[src/rtl/aes256_keyexp_ctrl.sv]
// AES-256 key-expansion sequencer: drives a one-lane round-key generator,
// streams RK0..RK(NUM_RK-1) on valid/ready and arbitrates the shared S-box.
module aes256_keyexp_ctrl #(
    parameter int NUM_RK    = 15,
    parameter int RCON_IDX0 = 0
) (
    input  logic         i_clk,
    input  logic         i_rst,
    input  logic         i_key_load,
    input  logic [255:0] i_key_in,
    output logic         o_rk_valid,
    input  logic         i_rk_ready,
    output logic [127:0] o_rk_data,
    output logic [3:0]   o_rk_idx,
    output logic         o_busy,
    output logic         o_done,
    output logic [31:0]  o_gen_w0,
    output logic [31:0]  o_gen_w1,
    output logic [31:0]  o_gen_w2,
    output logic [31:0]  o_gen_w3,
    output logic [31:0]  o_gen_w4,
    output logic [31:0]  o_gen_w5,
    output logic [31:0]  o_gen_w6,
    output logic [31:0]  o_gen_w7,
    output logic [2:0]   o_gen_rcon_idx,
    output logic         o_gen_use_rcon,
    output logic         o_gen_start,
    input  logic [31:0]  i_gen_w8,
    input  logic [31:0]  i_gen_w9,
    input  logic [31:0]  i_gen_w10,
    input  logic [31:0]  i_gen_w11,
    input  logic [2:0]   i_gen_rcon_nxt,
    input  logic         i_gen_use_nxt,
    input  logic         i_gen_done,
    input  logic [7:0]   i_gen_sbox_in,
    output logic [7:0]   o_gen_sbox_out,
    input  logic         i_cip_sbox_req,
    input  logic [7:0]   i_cip_sbox_in,
    output logic         o_cip_sbox_gnt,
    output logic [7:0]   o_cip_sbox_out,
    output logic [7:0]   o_sbox_in,
    input  logic [7:0]   i_sbox_out
);

    typedef enum logic [1:0] {
        S_IDLE,
        S_EMIT,
        S_START,
        S_WAIT
    } state_t;

    localparam logic [3:0] LAST_IDX = 4'(NUM_RK - 1);
    localparam logic [2:0] RCON_RST = 3'(RCON_IDX0);

    state_t       r_state;
    state_t       w_state_nxt;
    logic [255:0] r_win;
    logic [127:0] r_rk_data;
    logic [3:0]   r_rk_idx;
    logic [2:0]   r_rcon_idx;
    logic         r_use_rcon;
    logic         r_done;
    logic         r_gen_owns;

    logic w_load;
    logic w_step_hi;
    logic w_gen_fin;
    logic w_done_nxt;

    always_ff @(posedge i_clk) begin
        if (i_rst) begin
            r_state <= S_IDLE;
        end else begin
            r_state <= w_state_nxt;
        end
    end

    always_comb begin
        w_state_nxt = r_state;
        w_load      = 1'b0;
        w_step_hi   = 1'b0;
        w_gen_fin   = 1'b0;
        w_done_nxt  = 1'b0;
        unique case (r_state)
            S_IDLE: begin
                if (i_key_load) begin
                    w_state_nxt = S_EMIT;
                    w_load      = 1'b1;
                end
            end
            S_EMIT: begin
                if (i_rk_ready) begin
                    if (r_rk_idx == LAST_IDX) begin
                        w_state_nxt = S_IDLE;
                        w_done_nxt  = 1'b1;
                    end else if (r_rk_idx == 4'd0) begin
                        // RK1 is the upper key half; no generator pass needed
                        w_step_hi = 1'b1;
                    end else begin
                        w_state_nxt = S_START;
                    end
                end
            end
            S_START: begin
                w_state_nxt = S_WAIT;
            end
            S_WAIT: begin
                if (i_gen_done) begin
                    w_state_nxt = S_EMIT;
                    w_gen_fin   = 1'b1;
                end
            end
            default: begin
                w_state_nxt = S_IDLE;
            end
        endcase
    end

    always_ff @(posedge i_clk) begin
        if (i_rst) begin
            r_win      <= '0;
            r_rk_data  <= '0;
            r_rk_idx   <= '0;
            r_rcon_idx <= RCON_RST;
            r_use_rcon <= 1'b1;
            r_done     <= 1'b0;
            r_gen_owns <= 1'b0;
        end else begin
            r_done <= w_done_nxt;
            if (w_load) begin
                r_win      <= i_key_in;
                r_rk_data  <= i_key_in[255:128];
                r_rk_idx   <= 4'd0;
                r_rcon_idx <= RCON_RST;
                r_use_rcon <= 1'b1;
            end
            if (w_step_hi) begin
                r_rk_data <= r_win[127:0];
                r_rk_idx  <= r_rk_idx + 4'd1;
            end
            if (w_gen_fin) begin
                r_rk_data  <= {i_gen_w8, i_gen_w9, i_gen_w10, i_gen_w11};
                r_rk_idx   <= r_rk_idx + 4'd1;
                r_win      <= {r_win[127:0], i_gen_w8, i_gen_w9,
                               i_gen_w10, i_gen_w11};
                r_rcon_idx <= i_gen_rcon_nxt;
                r_use_rcon <= i_gen_use_nxt;
            end
            // generator holds the S-box from the cycle after start to done
            if (r_state == S_START) begin
                r_gen_owns <= 1'b1;
            end else if (w_gen_fin) begin
                r_gen_owns <= 1'b0;
            end
        end
    end

    assign o_rk_valid     = (r_state == S_EMIT);
    assign o_busy         = (r_state != S_IDLE);
    assign o_gen_start    = (r_state == S_START);
    assign o_rk_data      = r_rk_data;
    assign o_rk_idx       = r_rk_idx;
    assign o_done         = r_done;
    assign o_gen_rcon_idx = r_rcon_idx;
    assign o_gen_use_rcon = r_use_rcon;

    assign o_gen_w0 = r_win[255:224];
    assign o_gen_w1 = r_win[223:192];
    assign o_gen_w2 = r_win[191:160];
    assign o_gen_w3 = r_win[159:128];
    assign o_gen_w4 = r_win[127:96];
    assign o_gen_w5 = r_win[95:64];
    assign o_gen_w6 = r_win[63:32];
    assign o_gen_w7 = r_win[31:0];

    assign o_sbox_in      = r_gen_owns ? i_gen_sbox_in : i_cip_sbox_in;
    assign o_cip_sbox_gnt = i_cip_sbox_req & ~r_gen_owns;
    assign o_gen_sbox_out = i_sbox_out;
    assign o_cip_sbox_out = i_sbox_out;

endmodule

[config.mk]
export PLATFORM = sky130hd
export DESIGN_NAME = aes256_keyexp_ctrl
export DESIGN_NICKNAME = d
export VERILOG_FILES = /design/src/rtl/aes256_keyexp_ctrl.sv
export SDC_FILE = /design/constraint.sdc
export NUM_CORES = 1
export LEC_CHECK = 0
export ABC_AREA = 1
export CAP_MARGIN = 20
export CORE_AREA = 3 3 329 331
export DETAILED_ROUTE_END_ITERATION = 7
export DIE_AREA = 0 0 332 334
export GPL_TIMING_DRIVEN = 0
export SYNTH_ARGS = -nofsm -noshare
export SYNTH_HDL_FRONTEND = slang
export SYNTH_SLANG_ARGS = --single-unit
[constraint.sdc]
create_clock -name i_clk -period 2.81 [get_ports i_clk]
set_clock_uncertainty 0.1 [all_clocks]
set_input_delay 0.7025 -clock i_clk [delete_from_list [all_inputs] [get_ports i_clk]]
set_output_delay 0.7025 -clock i_clk [all_outputs]
set_load 0.02 [all_outputs]
==> reports/metrics.yaml <==
routing:
  drt_iter0_markers: 2247
  drt-vias-per-instance: 4.81
  wirelength_mm: 134
  post_drt_wl_per_cell_um: 24.2
  ant_nets: 0
  vias: 26627
  drc: 0
  drt_first_pass_iters: 6
placed_design:
  preCtsSetupSlack_ns: -0.856
  placedCellCount: 5435
  port_buffers: 830
  finalWeightedCongestion: 0.973
  hpwlAfterDp_mm: 106
  dpl_cell_area_um2: 31000
power_and_ir_drop:
  total_power_mw: 32.0
  power_density_nw_per_um2: 980
  p_leak_nw: 14.3
  peakVddDrop_mv: 0.560
sta:
  fin_crit_ns: 2.73
  setup_viol: 0
  setup_slack_ns: 0.0770
  hold_viol_final: 0
  tightest_slew_ns: 0.825
  slew_violations: 0
  max_freq_ghz: 0.366
  rsz0062_at_grt: "no"
  setup-tns-final_ns: 0
  hold_slack_ns: 0.362
  period_share_pct: 97.3
  relSlewSlack_pct: 45.0
cells_and_area:
  drive_above_1_share_pct: 6.27
  fin_util_pct: 31.0
  final_area_um2: 32700
  instances_no_fill: 5537
  nets: 4520
  multiInputGateArea_um2: 9570
  area_growth_pct: 56.8
  seqCellArea_um2: 7930
  n_fill_cell: 11677
logic_synthesis:
  synthCells: 3211
  syn_area_um2: 20800
  synth_nets: 3636
  ys_seq_elements: 396
  ys_seq_area_share_pct: 38.0
  ys_types: 25
  avgSynthCellArea_um2: 6.49
  yosys_warnings: 0
critical_path:
  slowest_delay_ns: 0.96
  crit_slowest_cell: "clkdlybuf4s50_1"
  crit_buf_inv: 1
  cpLargestDelayFamily: "buffers and inverters"
  timing.rr.start: "r_state[0]$_SDFFE_PP0P_"
  crit_required_ns: 2.01
  cp-start-kind: "flip-flop"
  crit_path_cell_trace: "clkdlybuf4s50_1"
  setup.worst_path.start: "o_rk_data[34]$_SDFFE_PP0P_"
  arrival_ns: 1.93
  critPathKind: "flip-flop to output port"
  critical_path_peak_fanout: 2
  end_kind: "output port"
hold_path:
  hold_path.startpoint: "r_win[187]$_SDFFE_PP0P_"
  hp-class: "flip-flop to flip-flop"
clocking:
  cts.reportedPaths.clkPinSlew_ns: 0.06
  clock-sinks: 396
  cts-buffers-inserted: 51
  cts_tree: "built"
  cts_setup_buffers: 0
  clock_path_buffers: 3
  clockRootBuffer: "clkbuf_16"
  htree_levels: 2
  clk_latency_ns: 0.64
status:
  status: "complete, no violations"
global_route:
  grt_pass1_vias: 25493
  antenna_found_initial: 19
  grt_overflow_total: 0
  grt_first_pass_wirelength_mm: 186
  grt.total_usage_pct: 22.9
  grt_max_degree: 20
die:
  rows: 119
  die_x_um: 332
  dieArea_um2: 111000
  io_pins: 839
  core_area_um2: 105000
  initial_core_util_pct: 19.8
  die_y_um: 334
job:
  drv_cap: 0
==> power breakdown <==
| part | switching [mW] | internal, mW | total, mW |
|---|---|---|---|
| clock network | 2.84 | 3.83 | 6.67 |
| registers | 1.93 | 7.55 | 9.49 |
| logic | 9.72 | 6.15 | 15.9 |
==> path summary, 6_finish.rpt <==
path / end / slack, ns / cells after the start
worst max-delay path: o_rk_data[34] / 0.08 / 1
worst max register to register: r_win[4]$_SDFFE_PP0P_ / 0.13 / 7
worst min-delay path: r_win[187]$_SDFFE_PP0P_ / 0.36 / 2
worst min register to register: r_win[187]$_SDFFE_PP0P_ / 0.36 / 2
==> synth_stat cells <==
master / count / share of area [%]
xor2_1: 1 / 0.042
nor3_1: 1 / 0.024
nor2_1: 5 / 0.090
ha_1: 7 / 0.42
xnor2_1: 1 / 0.042
buf_4: 17 / 0.61
nor2_4: 1 / 0.054
buf_2: 135 / 3.2
nand3_1: 132 / 3.2
buf_6: 1 / 0.054
nand4_1: 257 / 7.7
clkbuf_1: 132 / 2.4
nand2_2: 3 / 0.090
a31oi_1: 128 / 3.8
inv_2: 2 / 0.036
o21ai_0: 386 / 9.3
nand3_2: 1 / 0.048
a21oi_1: 266 / 6.4
o22ai_1: 1 / 0.030
inv_1: 524 / 9.4
buf_1: 14 / 0.25
dfxtp_1: 396 / 38
nand2_1: 791 / 14
mux2_2: 8 / 0.43
clkinv_1: 1 / 0.018
==> cell families (layout without fill, tap and decap cells) <==
kind of cell,after synthesis,after routing,share of synthesized area [%]
xor+xnor,2,2,0.0841
buf+inv,826,1747,16.0
flops,396,396,38.0
other cells,0,14,0
compound gates,781,781,19.5
mux,8,8,0.432
simple gates,1191,1191,25.4
fa+ha+maj,7,7,0.420
==> cells in the final DEF (no fill, tap or decap), types with 12 or more instances in the layout <==
| master | instances |
|---|---|
| nand3_1 | 132 |
| buf_4 | 23 |
| a21oi_1 | 266 |
| o21ai_0 | 386 |
| clkdlybuf4s50_1 | 817 |
| nand2_1 | 791 |
| dfxtp_1 | 394 |
| a31oi_1 | 128 |
| diode_2 | 14 |
| buf_1 | 13 |
| clkbuf_1 | 137 |
| nand4_1 | 257 |
| buf_2 | 124 |
| inv_1 | 523 |
| clkbuf_16 | 52 |
| dlygate4sd2_1 | 12 |
==> area by class of cell <==
class                      count  area share (%)
clock inverter                16           0.479
sequential                   396            24.3
antenna                       14           0.107
timing repair buffer         833            25.6
clock buffer                  74            4.54
inverter                     527            6.07
buffer                       297            4.30
tap                         1391            5.33
multi-input combinational   1989            29.3
==> routing by layer <==
layer | global-route usage (%) | vias to the layer above | wire length, um
met3 | 5.94 | 201 | 12400
met2 | 38.4 | 1303 | 63000
met1 | 28.6 | 12820 | 54600
met5 | 0 | - | 50
met4 | 7.46 | 8 | 4200
li1 | - | 12295 | -
==> registers in the layout, indices dropped and copies added (netlist names) <==
register,count
o_rk_data,128
o_done,1
o_gen_rcon_idx,3
o_gen_use_rcon,1
r_gen_owns,1
r_win,256
r_state,2
o_rk_idx,4
==> what timing repair did <==
action | in CTS | in global routing
gates resized for setup | 28 | 10
setup endpoints to repair | 203 | 106
hold buffers | 0 | 0
Power figures use the tool's default switching activity.
